===== src/rtl/seq_count_ctrl.sv =====
// Start/done sequencer with an integrated up-counter, programmable limit and multi-pass repeat.
// Define SEQ_COUNT_CTRL_MEALY_DONE_EN to drop the DONE state and raise done combinationally in the last RUN cycle.
module seq_count_ctrl #(
    parameter int WIDTH  = 8,
    parameter int PASS_W = 4
) (
    input  logic              clock,
    input  logic              rst,
    input  logic              start,
    input  logic [WIDTH-1:0]  limit,
    input  logic [PASS_W-1:0] passes,
    input  logic              abort,
    output logic              clr,
    output logic              inc,
    output logic              done,
    output logic              busy,
    output logic [WIDTH-1:0]  count,
    output logic [PASS_W-1:0] pass_idx
);

`ifdef SEQ_COUNT_CTRL_MEALY_DONE_EN
    typedef enum logic [1:0] {S_IDLE = 2'd0, S_RUN = 2'd1, S_WRAP = 2'd2} state_t;
`else
    typedef enum logic [1:0] {S_IDLE = 2'd0, S_RUN = 2'd1, S_WRAP = 2'd2, S_DONE = 2'd3} state_t;
`endif

    state_t            state, state_d;
    logic [WIDTH-1:0]  limit_q;
    logic [PASS_W-1:0] passes_q;
    logic              tc;
    logic              last;

    assign tc   = (count == limit_q);
    assign last = (pass_idx == passes_q);

    always_comb begin
        state_d = S_IDLE;
        clr     = 1'b0;
        inc     = 1'b0;
        done    = 1'b0;
        busy    = 1'b0;
        case (state)
            S_IDLE: begin
                clr = 1'b1;
                if (start) state_d = S_RUN;
            end
            S_RUN: begin
                busy = 1'b1;
                inc  = !tc;
                // abort outranks terminal count, so an aborted final pass never reports done
                if (abort) begin
                    state_d = S_IDLE;
                end else if (tc && last) begin
`ifdef SEQ_COUNT_CTRL_MEALY_DONE_EN
                    done    = 1'b1;
                    state_d = S_IDLE;
`else
                    state_d = S_DONE;
`endif
                end else if (tc) begin
                    state_d = S_WRAP;
                end else begin
                    state_d = S_RUN;
                end
            end
            S_WRAP: begin
                busy    = 1'b1;
                clr     = 1'b1;
                state_d = abort ? S_IDLE : S_RUN;
            end
`ifndef SEQ_COUNT_CTRL_MEALY_DONE_EN
            S_DONE: begin
                busy    = 1'b1;
                done    = 1'b1;
                state_d = S_IDLE;
            end
`endif
            default: begin
                clr     = 1'b1;
                state_d = S_IDLE;
            end
        endcase
    end

    always_ff @(posedge clock) begin
        if (rst) begin
            state    <= S_IDLE;
            count    <= '0;
            pass_idx <= '0;
            limit_q  <= '0;
            passes_q <= '0;
        end else begin
            state <= state_d;
            if (state == S_IDLE && start) begin
                limit_q  <= limit;
                passes_q <= passes;
            end
            // returning to IDLE (finish or abort) zeroes the counters so IDLE always shows 0
            if (state_d == S_IDLE || clr)
                count <= '0;
            else if (inc)
                count <= count + 1'b1;
            if (state_d == S_IDLE)
                pass_idx <= '0;
            else if (state == S_WRAP)
                pass_idx <= pass_idx + 1'b1;
        end
    end

endmodule


===== config.mk =====
export PLATFORM = sky130hd
export DESIGN_NAME = seq_count_ctrl
export DESIGN_NICKNAME = d
export VERILOG_FILES = /design/src/rtl/seq_count_ctrl.sv
export SDC_FILE = /design/constraint.sdc
export NUM_CORES = 1
export LEC_CHECK = 0
export BUFFER_PORTS_ARGS = -buffer_cell sky130_fd_sc_hd__buf_4
export CAP_MARGIN = 10
export CORE_MARGIN = 4
export CORE_UTILIZATION = 39
export DETAILED_ROUTE_END_ITERATION = 10
export PLACE_DENSITY = 0.67
export SETUP_SLACK_MARGIN = 0.5
export SLEW_MARGIN = 20
export SYNTH_ARGS = -nofsm -noshare
export SYNTH_HDL_FRONTEND = slang
export SYNTH_SLANG_ARGS = --single-unit

===== constraint.sdc =====
create_clock -name clock -period 1.4 [get_ports clock]
set_input_delay 0.42 -clock clock [delete_from_list [all_inputs] [get_ports clock]]
set_output_delay 0.42 -clock clock [all_outputs]
set_load 0.03 [all_outputs]

---- After elaboration in Yosys (flattened, before gate mapping) ----
Index checks and enable logic that the tools add are counted.
storage, ports and cells
  register bits ........................... 26
  word-level logic and storage cells ...... 32
  input bits .............................. 16
  output and inout bits ................... 16
cells by class
  reduce and logical (&&, ||, !) cells .... 10
  $add $sub $neg .......................... 2
  eq/ne operators ......................... 5
  mux-type cells .......................... 10
operators with widths
  kind                                                             count
  8-bit by 1-bit adder with 8-bit output, second input constant    1
  8-bit == test                                                    1
  2-bit case mux with 4 select lines                               1
  1-bit 2-to-1 mux                                                 6
  2-bit 2-to-1 mux                                                 3
  2-bit OR reduction                                               3
  4-bit by 1-bit adder with 4-bit output, second input constant    1
  2-bit == test, second input constant                             2
  4-bit == test                                                    1
  2-bit zero test                                                  2
  3-bit OR reduction                                               1
  2-bit by 1-bit == test with 1-bit output, second input constant  1
  1-bit logical AND                                                2
  1-bit zero test                                                  1
  1-bit logical OR                                                 1

---- Logic depth before layout (Yosys ltp) ----
  word-level depth ........................ 8
  mapped depth ............................ 5

---- Worst setup path before layout ----
Ideal clock, no wire load.
  kind .................................... register -> output
  start point ............................. register count[2]
  end point ............................... output port inc
  data required time ...................... 0.980 ns
  cell stages (with the launch flop) ...... 5
  data arrival time ....................... 1.427 ns
  slack ................................... -0.447 ns
  buffers on the path ..................... 1
  cells stage by stage .................... dfxtp_1 -> xnor2_1 -> and4_1 -> buf_2 -> a21oi_2
on the way
  longest elaborated chain between the ends .. 3
RTL lines
  what                      line  text
  start: declaration        17    output logic [WIDTH-1:0] count,
  start signal: assignment  102   count <= count + 1'b1;
  8-bit == test             33    assign tc = (count == limit_q);
  1-bit zero test           49    inc = !tc;
  1-bit 2-to-1 mux          42    case (state)
  end: declaration          14    output logic inc,
Every way passes these cells.

---- Final worst setup path ----
  start point ............................. register count[0]
  end point ............................... output port inc
Same word-level chain as after synthesis.

==> impl_metrics.env <==
export IMPL_critPathCaptureType="primary output"
export IMPL_wl_per_cell_um=17.5
export IMPL_grt_pass1_vias=1378
export IMPL_core_area_mm2=0.00310
export IMPL_crit_required_ps=980
export IMPL_synth_area_leader_cell="dfxtp_1"
export IMPL_synth_cell_types=29
export IMPL_violations="negative setup slack"
export IMPL_vias=1450
export IMPL_syn2layout_area_growth_pct=98.1
export IMPL_grt_pass1_wl_um=6740
export IMPL_die_h_um=65.6
export IMPL_postRouteWirelength_um=4850
export IMPL_io_pins=32
export IMPL_clockBufferDepth=2
export IMPL_fin_cells=277
export IMPL_status="finished, violations left"
export IMPL_rsz0062_at_grt="true"
export IMPL_clk_latency_ps=330
export IMPL_timing_rr_end="count[7]$_SDFFE_PP0P_"
export IMPL_grt_overflow=0
export IMPL_synth_edff_count=0
export IMPL_syn_nets=172
export IMPL_synth_cells=154
export IMPL_synth_area_per_cell_um2=8.39
export IMPL_first_pass_iters=4
export IMPL_async_flop_share_pct=0
export IMPL_reg2regPathDepth=6
export IMPL_drv_cap=0
export IMPL_placedCellCount=239
export IMPL_cts_sinks=26
export IMPL_post_route_min_period_ps=1790
export IMPL_insertedDiodeCount=0
export IMPL_fin_ws_ps=-390
export IMPL_grt_max_degree=17
export IMPL_drive_above_1_share_pct=70.8
export IMPL_nNetsFinal=252
export IMPL_whs_path_depth=3
export IMPL_synth_top_area_share_pct=40.3
export IMPL_tightest_slew_ps=311
export IMPL_criticalPathCategory="reg -> out"
export IMPL_htree_levels=1
export IMPL_clk_pin_slew_worst_paths_ps=150
export IMPL_endpoint="inc"
export IMPL_fill_cells=172
export IMPL_drv_slew=0
export IMPL_yosysWarnings=0
export IMPL_syn_cell_area_mm2=0.00129
export IMPL_critPathLaunchType="flop"
export IMPL_dieArea_mm2=0.00430
export IMPL_r2r_start="count[0]$_SDFFE_PP0P_"
export IMPL_synth_flop_cell="dfxtp_1"
export IMPL_setup_viol=20
export IMPL_drc=0
export IMPL_hold_viol=0
export IMPL_max_freq_ghz=0.559
export IMPL_dp_hpwl_um=2620
export IMPL_post_route_util_pct=82.5
export IMPL_rrSetupSlack_ps=-140
export IMPL_pre_cts_slack_ps=-63.2
export IMPL_gp_congestion=0.780
export IMPL_via_per_inst=5.23
export IMPL_drtAntennaViolNets=0
export IMPL_worstSetupStartpoint="count[0]$_SDFFE_PP0P_"
export IMPL_gr_usage_all_layers_pct=20.7
export IMPL_cts_root_buf="clkbuf_4"
export IMPL_rows=20
export IMPL_crit_fanout=2
export IMPL_min_path_type="in -> reg"
export IMPL_skew_ps=14.0
export IMPL_antenna_found_initial=0
export IMPL_cts_tree="done"
export IMPL_arrival_ps=1370
export IMPL_power_density_mw_per_mm2=660
export IMPL_dieWidth_um=65.6
export IMPL_vdd_ir_drop_max_v=0.000680
export IMPL_p_leak_nw=1.00
export IMPL_relSlewSlack_pct=79.1
export IMPL_synth_area_leaders="dfxtp_1 (40%), nand2_1 (9.6%), a21oi_1 (6.6%)"
export IMPL_cts_made_buffers=3
export IMPL_dr_first_iter_drc_count=56
export IMPL_ys_ff_latch=26
export IMPL_period_share_pct=128
export IMPL_cts_hold_buf=0
export IMPL_portBuffers=31
export IMPL_ys_seq_area_share_pct=40.3
export IMPL_start_util_pct=41.7
## sequential cells by signal (all words and copies together), names as in the netlist
register  flops
count         8
pass_idx      4
passes_q      4
state         2
limit_q       8
## cell usage after synthesis (3+ instances only)
library cell / n
nor2b_1: 3
dfxtp_1: 26
xor2_1: 6
nand2b_1: 10
nand4_1: 6
mux2i_1: 8
nor2_1: 5
o21ai_0: 3
xnor2_1: 9
nand2_1: 33
a21oi_1: 17
nand3_1: 4
clkbuf_1: 3
## cells in the final DEF, fill, tap and decap left out, types with 7 or more instances in the layout
cell type and instances:
buf_6 37, buf_4 38, nand2_2 12, a21oi_2 12
dfxtp_4 14, nand2_1 20, dfxtp_2 7, mux2i_1 8
nand2b_1 9
## final cells by class
class                      count  area (um^2)  share of cell area [%]
clock buffer                   4         36.3                    1.42
inverter                       2         10.0                   0.391
multi-input combinational    121         1080                    42.2
sequential                    26          582                    22.7
tap                           44         55.1                    2.15
timing repair buffer          80          797                    31.1
## what timing repair did
| item | in CTS | in global routing |
|---|---|---|
| pin swaps | 14 | 13 |
| setup endpoints to repair | 42 | 42 |
| cloned | 1 | 0 |
| resized for setup | 75 | 38 |
| buffers inserted | 20 | 13 |
## worst min-delay path by stage
stage / start / endpoint / slack [ps]
CTS: limit[5] / limit_q[5]$_SDFFE_PP0P_ / 300
global placement: passes_q[2]$_SDFFE_PP0P_ / passes_q[2]$_SDFFE_PP0P_ / 460
global route: limit[5] / limit_q[5]$_SDFFE_PP0P_ / 290
detailed placement: passes_q[3]$_SDFFE_PP0P_ / passes_q[3]$_SDFFE_PP0P_ / 460
floorplan: limit_q[5]$_SDFFE_PP0P_ / limit_q[5]$_SDFFE_PP0P_ / 440
finish: limit[5] / limit_q[5]$_SDFFE_PP0P_ / 310
## logic make-up after synthesis
| logic type | after synthesis | synth area share, % |
|---|---|---|
| AOI/OAI and AO/OA | 26 | 11.8 |
| xor gates and xnor gates | 15 | 10.2 |
| adders and majority gates | 2 | 1.94 |
| buffers and inverters | 8 | 3.10 |
| DFF | 26 | 40.3 |
| muxes | 8 | 6.20 |
| and+or+nand+nor | 69 | 26.5 |
## worst max-delay path, cell delays in order, from the launching register on
cell and delay [ps]:
dfxtp_4 400, xnor2_4 130, and4_4 200, a21oi_4 140
buf_6 150
## metrics by stage
stage	setup TNS (ps)	area, um^2	total power [mW]	hold WS (ps)
floorplan	-126	1450	0.994	443
global placement	-52.3	1800	1.07	457
detailed placement	-81.3	1800	1.08	461
CTS	-1320	2300	1.58	301
global route	-2820	2560	1.75	291
finish	-1880	2560	1.69	306
## routing by layer
layer | global-route usage [%] | routed length [um] | vias to the layer above | part of all wire (%)
met5 | 0 | 0 | - | 0
met4 | 3.37 | 51 | 0 | 1.1
met3 | 4.44 | 222 | 6 | 4.6
met2 | 38.2 | 2660 | 44 | 55
met1 | 24.6 | 1920 | 712 | 39
li1 | - | - | 688 | -
## power by group
part           switching, mW  leakage, nW  internal [mW]
registers             0.0303        0.226          0.745
logic                  0.264        0.757          0.261
clock network          0.230       0.0210          0.159
total                  0.524         1.00           1.16
Note: power is estimated with default switching activity, not from simulation.
